[config.mk]
export PLATFORM = sky130hd
export DESIGN_NAME = chromosome_loader
export DESIGN_NICKNAME = d
export VERILOG_FILES = /design/src/rtl/chromosome_loader.sv
export SDC_FILE = /design/constraint.sdc
export NUM_CORES = 1
export LEC_CHECK = 0
export ABC_AREA = 1
export CORE_MARGIN = 8
export CORE_UTILIZATION = 50
export CTS_CLUSTER_DIAMETER = 100
export DETAILED_ROUTE_END_ITERATION = 7
export GPL_TIMING_DRIVEN = 0
export PLACE_DENSITY_LB_ADDON = 0.12
export SYNTH_ARGS = -nofsm -noshare
export SYNTH_HDL_FRONTEND = slang
export SYNTH_SLANG_ARGS = --single-unit
[constraint.sdc]
create_clock -name clk -period 4.1 [get_ports clk]
set_input_delay 0.41 -clock clk [delete_from_list [all_inputs] [get_ports clk]]
set_output_delay 0.41 -clock clk [all_outputs]
set_load 0.005 [all_outputs]
[src/rtl/chromosome_loader.sv]
// rtl/chromosome_loader.sv - serial chromosome loader with shadow bank and parity-checked commit
//
// Receives a serial configuration frame of N_LE 9-bit genes followed by one
// even-parity bit. Data bits fill a shadow bank. The visible configuration
// buses change only when a frame completes with correct parity.
//
// Ports:
//   clk           - single clock; all state changes on its rising edge
//   rst_n         - asynchronous active-low reset
//   start         - request a new load (honoured only in IDLE)
//   abort         - cancel a load in progress (ignored in IDLE)
//   bit_in        - serial frame data
//   bit_valid     - bit_in is valid this cycle
//   bit_ready     - a bit is accepted this cycle (high while SHIFT)
//   conf_func_bus - per-LE function select, LE k at [3k+2:3k]
//   conf_ins_bus  - per-LE input select, LE k at [6k+5:6k]
//   busy          - a load is in progress
//   done          - one-cycle pulse after a configuration is committed
//   err           - one-cycle pulse after a frame is rejected on parity

module chromosome_loader #(
    parameter int N_LE = 8
) (
    input  logic                clk,
    input  logic                rst_n,
    input  logic                start,
    input  logic                abort,
    input  logic                bit_in,
    input  logic                bit_valid,
    output logic                bit_ready,
    output logic [3*N_LE-1:0]   conf_func_bus,
    output logic [6*N_LE-1:0]   conf_ins_bus,
    output logic                busy,
    output logic                done,
    output logic                err
);

    localparam int FRAME_BITS = N_LE * 9;
    localparam int CNT_W      = $clog2(FRAME_BITS + 1);

    typedef enum logic {
        IDLE  = 1'b0,
        SHIFT = 1'b1
    } state_t;

    state_t                  state_q;
    state_t                  state_d;
    logic [CNT_W-1:0]        bit_cnt_q;
    logic                    parity_q;
    logic [FRAME_BITS-1:0]   shadow_q;
    logic [3*N_LE-1:0]       func_q;
    logic [6*N_LE-1:0]       ins_q;
    logic                    done_q;
    logic                    err_q;

    logic                    accept;
    logic                    at_parity;
    logic [3*N_LE-1:0]       func_next;
    logic [6*N_LE-1:0]       ins_next;

    assign accept    = bit_valid && (state_q == SHIFT);
    // Once all data bits are in, the next accepted bit is the parity bit.
    assign at_parity = (bit_cnt_q == CNT_W'(FRAME_BITS));

    always_ff @(posedge clk or negedge rst_n) begin
        if (!rst_n) begin
            state_q <= IDLE;
        end else begin
            state_q <= state_d;
        end
    end

    always_comb begin
        state_d = state_q;
        case (state_q)
            IDLE: begin
                if (start) begin
                    state_d = SHIFT;
                end
            end
            SHIFT: begin
                if (abort) begin
                    state_d = IDLE;
                end else if (accept && at_parity) begin
                    state_d = IDLE;
                end
            end
            default: state_d = IDLE;
        endcase
    end

    // The shadow bank shifts in at the LSB, so the first bit sent (gene 0
    // MSB) ends at the top. Gene k therefore sits at
    // shadow[9*(N_LE-k)-1 -: 9] as {func[2:0], ins[5:0]}.
    always_comb begin
        func_next = '0;
        ins_next  = '0;
        for (int k = 0; k < N_LE; k++) begin
            func_next[3*k +: 3] = shadow_q[9*(N_LE-k)-1 -: 3];
            ins_next[6*k +: 6]  = shadow_q[9*(N_LE-k)-4 -: 6];
        end
    end

    always_ff @(posedge clk or negedge rst_n) begin
        if (!rst_n) begin
            bit_cnt_q <= '0;
            parity_q  <= 1'b0;
            shadow_q  <= '0;
            func_q    <= '0;
            ins_q     <= '0;
            done_q    <= 1'b0;
            err_q     <= 1'b0;
        end else begin
            done_q <= 1'b0;
            err_q  <= 1'b0;
            if (state_q == IDLE) begin
                if (start) begin
                    bit_cnt_q <= '0;
                    parity_q  <= 1'b0;
                    shadow_q  <= '0;
                end
            end else if (abort) begin
                // Abort beats any bit accepted in the same cycle.
                shadow_q <= '0;
            end else if (accept) begin
                if (!at_parity) begin
                    if (FRAME_BITS > 1) begin
                        shadow_q <= {shadow_q[FRAME_BITS-2:0], bit_in};
                    end else begin
                        shadow_q <= bit_in;
                    end
                    parity_q  <= parity_q ^ bit_in;
                    bit_cnt_q <= bit_cnt_q + 1'b1;
                end else if (bit_in == parity_q) begin
                    func_q <= func_next;
                    ins_q  <= ins_next;
                    done_q <= 1'b1;
                end else begin
                    err_q <= 1'b1;
                end
            end
        end
    end

    assign bit_ready     = (state_q == SHIFT);
    assign busy          = (state_q == SHIFT);
    assign done          = done_q;
    assign err           = err_q;
    assign conf_func_bus = func_q;
    assign conf_ins_bus  = ins_q;

endmodule

==> flow_metrics.py, run 1 <==
metrics = {
    "routing": {
        "vias": 5082,
        "first_pass_iters": 5,
        "avgViaCountPerCell": 5.05,
        "drt.antenna.violating_nets": 0,
        "drtIter0Drc": 376,
        "wl_per_cell_um": 14.5,
        "remaining_drc_errors": 0,
        "wl_um": 14600,
    },
    "placed_design": {
        "io_buffers": 81,
        "dp_hpwl_um": 9950,
        "postPlaceCellArea_mm2": 0.00749,
        "gp_congestion": 0.818,
    },
    "clock_tree": {
        "cts_tree": "done",
        "clock_path_buffers": 2,
        "cts_buffers": 17,
        "cts_sinks": 155,
        "clk_pin_slew_ns": 0.06,
        "cts_root_buf": "clkbuf_16",
        "cts_max_level": 4,
        "cts_setup_buffers": 0,
        "clk_latency_ns": 0.42,
    },
    "timing": {
        "relSlewSlack_pct": 65.9,
        "hold_ws_ns": 0.477,
        "worst_pin_slew_ns": 0.511,
        "rsz0062_at_grt": "false",
        "post-route-period-util_pct": 44.7,
        "fmax_mhz": 545,
        "fin_skew_ns": 0.00664,
        "final_max_slew_viol_count": 0,
        "min_period_ns": 1.83,
        "setup_viol": 0,
        "hold_viol": 0,
    },
    "logic_synthesis": {
        "ys.flop_type": "dfrtp_1",
        "yosys.area.top_type": "dfrtp_1",
        "syn_nets": 727,
        "yosysSeqAreaShare_pct": 60.2,
        "netlist_top_cells_area": "dfrtp_1, nand2_1, nand4_1, buf_4, buf_6",
        "ys_ff_latch": 155,
        "async_flop_share_pct": 100,
        "netlist_area_mm2": 0.00644,
        "yosys_warnings": 0,
        "ys_types": 24,
        "syn_inst": 719,
        "yosys.area.top_type_share_pct": 60.2,
        "synth_edf_count": 0,
        "avgSynthCellArea_um2": 8.96,
    },
    "worst_hold_path": {
        "worstHoldPathCells": 2,
        "hold_class": "reg2reg",
        "worstHoldStart": "conf_ins_bus[13]",
        "hold_end": "conf_ins_bus[13]",
    },
    "floorplanning": {
        "die_h_um": 129,
        "start_util_pct": 51.0,
        "dieArea_mm2": 0.0168,
        "die_w_um": 129,
        "core_area_mm2": 0.0126,
        "ios": 82,
        "rows": 41,
    },
    "critical_path": {
        "critPathLaunchType": "flop",
        "r2r_setup_slack_ns": 2.29,
        "r2r_start": "bit_cnt_q[0]",
        "arrival_ns": 1.42,
        "crit_required_ns": 3.69,
        "cp_cell_sequence": "buf_4 -> clkdlybuf4s50_1",
        "crit_path_max_fanout": 5,
        "crit_path_top_delay_cell": "clkdlybuf4s50_1",
        "reg2reg_to": "conf_ins_bus[30]",
        "cp_num_cells": 2,
        "critPathCaptureType": "output port",
        "criticalPathCategory": "reg2out",
        "worst-path-buf-inv": 2,
        "r2r_cells": 10,
        "cp_top_family": "buffers and inverters",
        "cpPeakStageDelay_ns": 0.48,
    },
    "power": {
        "vdd_drop_max_mv": 0.220,
        "power_leakage_nw": 4.39,
        "total_power_mw": 3.29,
        "power_density_mw_per_mm2": 407,
    },
    "layout": {
        "mostFrequentLayoutCell": "nand2_1",
        "mostFrequentLayoutCells": "nand2_1, dfrtp_1, clkdlybuf4s50_1",
        "stdcell_area_mm2": 0.00808,
        "final_nets": 829,
        "diodes": 0,
        "synthToLayoutAreaGrowth_pct": 25.5,
        "layout-drive-gt1-share_pct": 9.59,
    },
    "grt": {
        "grt_pass1_vias": 5086,
        "grt-ovfl-total": 0,
        "grt_pass1_wl_um": 24400,
        "grt_usage_pct": 18.4,
        "grt_max_degree": 105,
        "antenna_found_initial": 0,
    },
    "flow_run": {
        "cap_viol_max_count": 0,
    },
    "outcome": {
        "status": "finished clean",
    },
}
==> cell type report <==
cell class | count | area [µm²]
Buffer | 48 | 330
Clock buffer | 26 | 519
Clock inverter | 6 | 58.8
Fill cell | 1114 | 4540
Inverter | 17 | 66.3
Multi-Input combinational cell | 499 | 2160
Sequential cell | 155 | 3880
Tap cell | 172 | 215
Timing Repair Buffer | 83 | 850
==> report_power, final <==
group	total, mW	switching (mW)	internal (mW)
logic	0.224	0.162	0.0617
clock network	1.52	0.587	0.929
registers	1.55	0.0102	1.54
total	3.29	0.759	2.53
==> flip-flops by register name (all words and copies together) (netlist names) <==
name and count:
parity_q 1, bit_cnt_q 7, err 1, conf_ins_bus 48, conf_func_bus 24, done 1
bit_ready 1, shadow_q 72
==> worst max-delay path by stage <==
| stage | start | to | slack (ns) |
|---|---|---|---|
| floorplan | bit_cnt_q[0] | shadow_q[10] | 2.62 |
| global placement | rst_n | conf_ins_bus[12] | -3.38 |
| detailed placement | bit_in | conf_ins_bus[20] | 1.90 |
| CTS | bit_ready | busy | 2.25 |
| global route | bit_cnt_q[0] | conf_ins_bus[45] | 2.13 |
| finish | bit_ready | busy | 2.27 |
==> metrics by stage <==
step                std cells  TNS (ns)  util, %  setup slack [ns]
floorplan                 719         0        -              2.62
global placement          972   -522.08     59.2             -3.38
detailed placement        973         0     59.4              1.90
CTS                      1006         0     64.0              2.25
global route             1006         0     64.0              2.13
finish                   1006         0     64.0              2.27
==> cells in the mapped netlist, types with 3 or more instances <==
cell type / instances
buf_6: 10
dfrtp_1: 155
nand2_1: 392
inv_1: 15
nor2_1: 7
clkbuf_1: 6
buf_2: 12
nand4_1: 72
nand3_1: 11
nor2_2: 3
buf_1: 4
buf_4: 16
==> tightest hold or removal path, cell delays in order (launching register included) <==
cell and delay [ns]:
dfrtp_1 0.34, nand2_1 0.05, nand2_1 0.06
==> routing by layer <==
| metal | part of all wire, % | track usage (%) |
|---|---|---|
| met3 | 6.0 | 4.89 |
| met1 | 45 | 23.6 |
| met2 | 47 | 29.0 |
| met4 | 1.9 | 7.79 |
| met5 | 0 | 0 |
==> logic make-up after synthesis <==
family	count (synthesis)	share of synthesized area, %
xor+xnor	3	0.408
compound gates	3	0.233
flops	155	60.2
simple gates	491	32.6
fa+ha+maj	2	0.389
buf+inv	65	6.16
==> repair_timing <==
action | CTS | global route
endpoints found under the hold margin | 51 | 0
hold buffers | 1 | 0
gates resized for setup | 0 | 0
Note: power is estimated with default switching activity, not from simulation.
==> inputs of run 2 (changes only) <==
==> constraint.sdc (replaced) <==
create_clock -name clk -period 1.65 [get_ports clk]
set_input_delay 0.165 -clock clk [delete_from_list [all_inputs] [get_ports clk]]
set_output_delay 0.165 -clock clk [all_outputs]
set_load 0.005 [all_outputs]
==> flow_metrics.py, run 2 (synthesis gave the netlist of run 1 again) <==
metrics = {
    "power": {
        "power_density_mw_per_mm2": 968,
        "vdd_drop_max_mv": 0.511,
        "power_leakage_nw": 4.73,
    },
    "grt": {
        "grt_usage_pct": 18.8,
        "grt-ovfl-total": 0,
        "grt_pass1_vias": 5143,
        "antenna_found_initial": 0,
        "grt_pass1_wl_um": 24900,
        "grt_max_degree": 105,
    },
    "layout": {
        "fillCellCount": 1062,
        "stdcell_area_mm2": 0.00863,
        "synthToLayoutAreaGrowth_pct": 34.0,
        "diodes": 0,
        "final_cells": 1028,
        "largest_register_ffs": 72,
        "final_nets": 851,
        "mostFrequentLayoutCells": "nand2_1, dfrtp_1, clkdlybuf4s50_1",
        "mostFrequentLayoutCell": "nand2_1",
        "finish.utilization_pct": 68.4,
        "layout-drive-gt1-share_pct": 17.1,
        "top_register": "shadow_q",
    },
    "timing": {
        "min_period_ns": 1.65,
        "hold_viol": 0,
        "worst_pin_slew_ns": 0.506,
        "rsz0062_at_grt": "true",
        "setup_viol": 1,
        "relSlewSlack_pct": 66.3,
        "setup_slack_ns": -0.00485,
        "post-route-period-util_pct": 100,
        "final_max_slew_viol_count": 0,
        "fmax_mhz": 604,
        "fin_skew_ns": 0.00734,
    },
    "placed_design": {
        "dp.cells": 973,
        "dp_hpwl_um": 9950,
        "io_buffers": 81,
        "postPlaceCellArea_mm2": 0.00749,
        "gp_congestion": 0.818,
        "place_ws_ns": -0.305,
    },
    "critical_path": {
        "cp_top_family": "buffers and inverters",
        "criticalPathCategory": "reg2reg",
        "critPathLaunchType": "flop",
        "crit_path_top_delay_cell": "dfrtp_1",
        "arrival_ns": 1.96,
        "cp_common_cell": "inv_2",
        "worst-path-buf-inv": 5,
        "critPathCaptureType": "flop",
        "cpPeakStageDelay_ns": 0.39,
        "crit_path_max_fanout": 8,
        "cp_cell_sequence": "inv_2 -> ha_4 -> inv_2 -> nor2_2 -> nand3_2 -> nand3_4 -> inv_6 -> buf_12 -> clkbuf_16 -> nand2_2 -> nand2_1",
        "crit_required_ns": 1.96,
    },
    "floorplanning": {
        "ios": 82,
        "die_w_um": 129,
        "start_util_pct": 51.0,
        "core_area_mm2": 0.0126,
        "dieArea_mm2": 0.0168,
        "rows": 41,
        "die_h_um": 129,
    },
    "worst_hold_path": {
        "hold_class": "in2async",
    },
    "clock_tree": {
        "cts_sinks": 155,
        "cts_buffers": 17,
        "cts_tree": "done",
        "clk_latency_ns": 0.43,
        "cts_root_buf": "clkbuf_16",
        "clock_path_buffers": 2,
        "clk_pin_slew_ns": 0.06,
        "cts_max_level": 4,
    },
    "routing": {
        "wl_per_cell_um": 15.5,
        "remaining_drc_errors": 0,
        "drt.antenna.violating_nets": 0,
        "drtIter0Drc": 348,
        "vias": 5289,
        "avgViaCountPerCell": 5.14,
        "first_pass_iters": 5,
        "wl_um": 15900,
    },
    "outcome": {
        "status": "complete, but fails checks",
        "violations": "negative setup slack",
    },
    "flow_run": {
        "cap_viol_max_count": 0,
    },
}
==> run 2: cell count changes in the layout (fill, tap and decap cells not counted), moves of 11 or more <==
cell / before / now
nand2_1: 392 / 355
nand2_2: 0 / 26
buf_6: 11 / 22
nand2_4: 0 / 11
==> run 2: final cells by class <==
type | instances | area, µm² | area share (%)
Buffer | 48 | 424 | 4.92
Clock buffer | 26 | 519 | 6.02
Clock inverter | 6 | 58.8 | 0.681
Inverter | 17 | 68.8 | 0.797
Multi-Input combinational cell | 499 | 2340 | 27.1
Sequential cell | 155 | 3880 | 44.9
Tap cell | 172 | 215 | 2.49
Timing Repair Buffer | 105 | 1120 | 13.0
==> run 2: routing by layer <==
layer	vias to the layer above	part of all wire (%)	GRT usage, %
met5	-	0	0
met3	27	6.7	4.89
met4	0	1.9	7.79
met1	2562	42	23.9
li1	2544	-	-
met2	156	49	29.9
==> run 2: worst reg2reg max path: stages, from the launching register on <==
cell       delay, ns
dfrtp_1         0.39
inv_2           0.09
ha_4            0.14
inv_2           0.03
nor2_2          0.09
nand3_2         0.14
nand3_4         0.17
inv_6           0.07
buf_12          0.15
clkbuf_16       0.16
nand2_2         0.05
nand2_1         0.05
==> run 2: what timing repair did <==
action	4_1_cts	5_1_grt
hold endpoints to repair	51	0
gates resized for setup	20	76
hold buffers	1	0
buffers inserted	6	7
gates cloned	4	5
setup endpoints to repair	141	142
pin swaps	3	32
==> run 2: stage by stage <==
step	hold slack (ns)	total power [mW]	TNS (ns)
after detailed placement	0.136	4.48	-14.11
after global routing	0.321	8.63	-3.25
after global placement	0.463	4.46	-878.34
after floorplan	-0.131	4.25	0
after CTS	0.264	8.30	-0.0368
final	0.256	8.35	-0.00485
==> run 2: path summary, 6_finish.rpt <==
kind / start / end / slack [ns] / depth (start not counted)
max: bit_cnt_q[0] / shadow_q[26] / -0.005 / 11
min: rst_n / conf_ins_bus[44] / 0.26 / 2
max reg2reg: bit_cnt_q[0] / shadow_q[26] / -0.005 / 11
min reg2reg: conf_ins_bus[35] / conf_ins_bus[35] / 0.48 / 2
max in group asynchronous: rst_n / shadow_q[28] / 0.56 / 3
min in group clk: bit_in / shadow_q[0] / 0.42 / 3
==> run 2: power by group <==
| part | switching (mW) | total, mW | internal, mW |
|---|---|---|---|
| logic | 0.466 | 0.722 | 0.256 |
| registers | 0.0215 | 3.85 | 3.83 |
| clock network | 1.47 | 3.78 | 2.31 |
| total | 1.96 | 8.35 | 6.39 |
==> inputs of run 3 (changes only) <==
--- a/config.mk
+++ b/config.mk
@@ -6,12 +6,13 @@
 export NUM_CORES = 1
 export LEC_CHECK = 0
 export ABC_AREA = 1
-export CORE_MARGIN = 8
+export CORE_MARGIN = 1.5
 export CORE_UTILIZATION = 50
 export CTS_CLUSTER_DIAMETER = 100
 export DETAILED_ROUTE_END_ITERATION = 7
 export GPL_TIMING_DRIVEN = 0
 export PLACE_DENSITY_LB_ADDON = 0.12
+export SETUP_SLACK_MARGIN = 0.15
 export SYNTH_ARGS = -nofsm -noshare
 export SYNTH_HDL_FRONTEND = slang
 export SYNTH_SLANG_ARGS = --single-unit
==> flow_metrics.py, run 3 (synthesis gave the netlist of run 1 again) <==
metrics = {
    "clock_tree": {
        "clk_pin_slew_ns": 0.06,
        "cts_max_level": 4,
        "clk_latency_ns": 0.42,
        "cts_root_buf": "clkbuf_16",
        "cts_buffers": 17,
        "cts_sinks": 155,
        "clock_path_buffers": 2,
        "cts_tree": "done",
    },
    "critical_path": {
        "crit_required_ns": 1.96,
        "criticalPathCategory": "reg2reg",
        "crit_path_max_fanout": 7,
        "cpPeakStageDelay_ns": 0.39,
        "critPathLaunchType": "flop",
        "crit_path_top_delay_cell": "dfrtp_1",
        "cp_cell_sequence": "inv_2 -> ha_4 -> inv_2 -> nor2_2 -> nand3_2 -> buf_4 -> nand3_4 -> inv_4 -> buf_8 -> buf_6 -> nand2_2 -> nand2_1",
        "arrival_ns": 1.94,
        "critPathCaptureType": "flop",
        "cp_common_cell": "inv_2",
    },
    "placed_design": {
        "gp_congestion": 0.845,
        "io_buffers": 81,
        "dp.cells": 973,
        "dp_hpwl_um": 9450,
    },
    "grt": {
        "grt_pass1_wl_um": 25200,
        "grt_pass1_vias": 5150,
        "antenna_found_initial": 0,
        "grt-ovfl-total": 0,
        "grt_usage_pct": 24.4,
        "grt_max_degree": 91,
    },
    "floorplanning": {
        "rows": 41,
        "core_area_mm2": 0.0126,
        "die_h_um": 116,
        "ios": 82,
        "dieArea_mm2": 0.0136,
        "start_util_pct": 51.2,
        "die_w_um": 116,
    },
    "routing": {
        "wl_um": 15400,
        "vias": 5321,
        "remaining_drc_errors": 0,
        "drtIter0Drc": 399,
        "wl_per_cell_um": 15.0,
        "avgViaCountPerCell": 5.16,
        "drt.antenna.violating_nets": 0,
        "first_pass_iters": 5,
    },
    "layout": {
        "final_nets": 855,
        "fillCellCount": 1002,
        "diodes": 0,
        "final_cells": 1032,
        "top_register": "shadow_q",
        "mostFrequentLayoutCell": "nand2_1",
        "mostFrequentLayoutCells": "nand2_1, dfrtp_1, nand4_1",
        "synthToLayoutAreaGrowth_pct": 33.8,
        "largest_register_ffs": 72,
        "layout-drive-gt1-share_pct": 16.6,
    },
    "worst_hold_path": {
        "hold_class": "in2async",
    },
    "timing": {
        "setup_viol": 0,
        "relSlewSlack_pct": 59.6,
        "hold_viol": 0,
        "post-route-period-util_pct": 99.1,
        "min_period_ns": 1.64,
        "final_max_slew_viol_count": 0,
        "tns_ns": 0,
        "worst_pin_slew_ns": 0.606,
        "rsz0062_at_grt": "true",
        "fin_skew_ns": 0.00799,
        "fmax_mhz": 611,
    },
    "power": {
        "total_power_mw": 8.08,
        "power_leakage_nw": 4.74,
        "vdd_drop_max_mv": 0.498,
        "power_density_mw_per_mm2": 938,
    },
    "flow_run": {
        "cap_viol_max_count": 0,
    },
    "outcome": {
        "status": "finished clean",
    },
}
## run 3: metal layers
layer | share of wire [%] | vias up | global-route usage [%]
li1 | - | 2565 | -
met1 | 45 | 2560 | 33.1
met2 | 48 | 166 | 38.9
met3 | 5.3 | 30 | 5.09
met4 | 2.0 | 0 | 9.59
met5 | 0 | - | 0
## run 3: what timing repair did
item	in CTS	in global routing
gates cloned	8	4
resized for setup	62	42
buffers inserted	9	5
hold buffers	1	0
endpoints found under the hold margin	65	0
setup endpoints to repair	155	162
pin swaps	36	16
## run 3: final timing paths
path                                       start  cells past startpoint          endpoint  slack [ns]
max in group asynchronous                  rst_n                      3      shadow_q[48]        0.50
worst min-delay path                       rst_n                      2       shadow_q[2]        0.31
worst max-delay path                bit_cnt_q[1]                     12      shadow_q[15]        0.01
worst max register to register      bit_cnt_q[1]                     12      shadow_q[15]        0.01
min in group clk                          bit_in                      3       shadow_q[0]        0.43
worst min register to register  conf_func_bus[7]                      2  conf_func_bus[7]        0.48
## run 3: area by class of cell
class / count / area (µm²) / area share (%)
Sequential cell: 155 / 3880 / 45.0
Multi-Input combinational cell: 500 / 2300 / 26.7
Timing Repair Buffer: 108 / 1180 / 13.7
Clock buffer: 25 / 495 / 5.75
Buffer: 48 / 435 / 5.05
Tap cell: 172 / 215 / 2.50
Inverter: 17 / 66.3 / 0.770
Clock inverter: 7 / 40.0 / 0.465
## run 3: worst max-delay path: cells and delay by family (launching register included)
kind,cells,cell delay (ns)
fa+ha+maj,1,0.14
flops,1,0.39
simple gates,5,0.37
buf+inv,6,0.59
## run 3: stage by stage
step	instance area [µm²]	util, %	hold slack (ns)	setup WS [ns]
3_3_place_gp	7470	59.4	0.463	-5.62
3_5_place_dp	7490	59.6	0.194	-0.276
2_1_floorplan	6440	-	-0.131	0.171
6_report	8610	68.5	0.314	0.0144
4_1_cts	8360	66.5	0.325	0.0116
5_1_grt	8610	68.5	0.380	-0.0835
## run 3: report_power, final
part / switching, mW / total [mW] / internal [mW]
sequential: 0.0209 / 3.85 / 3.83
combinational: 0.463 / 0.699 / 0.236
clock: 1.46 / 3.53 / 2.07
total: 1.95 / 8.08 / 6.13
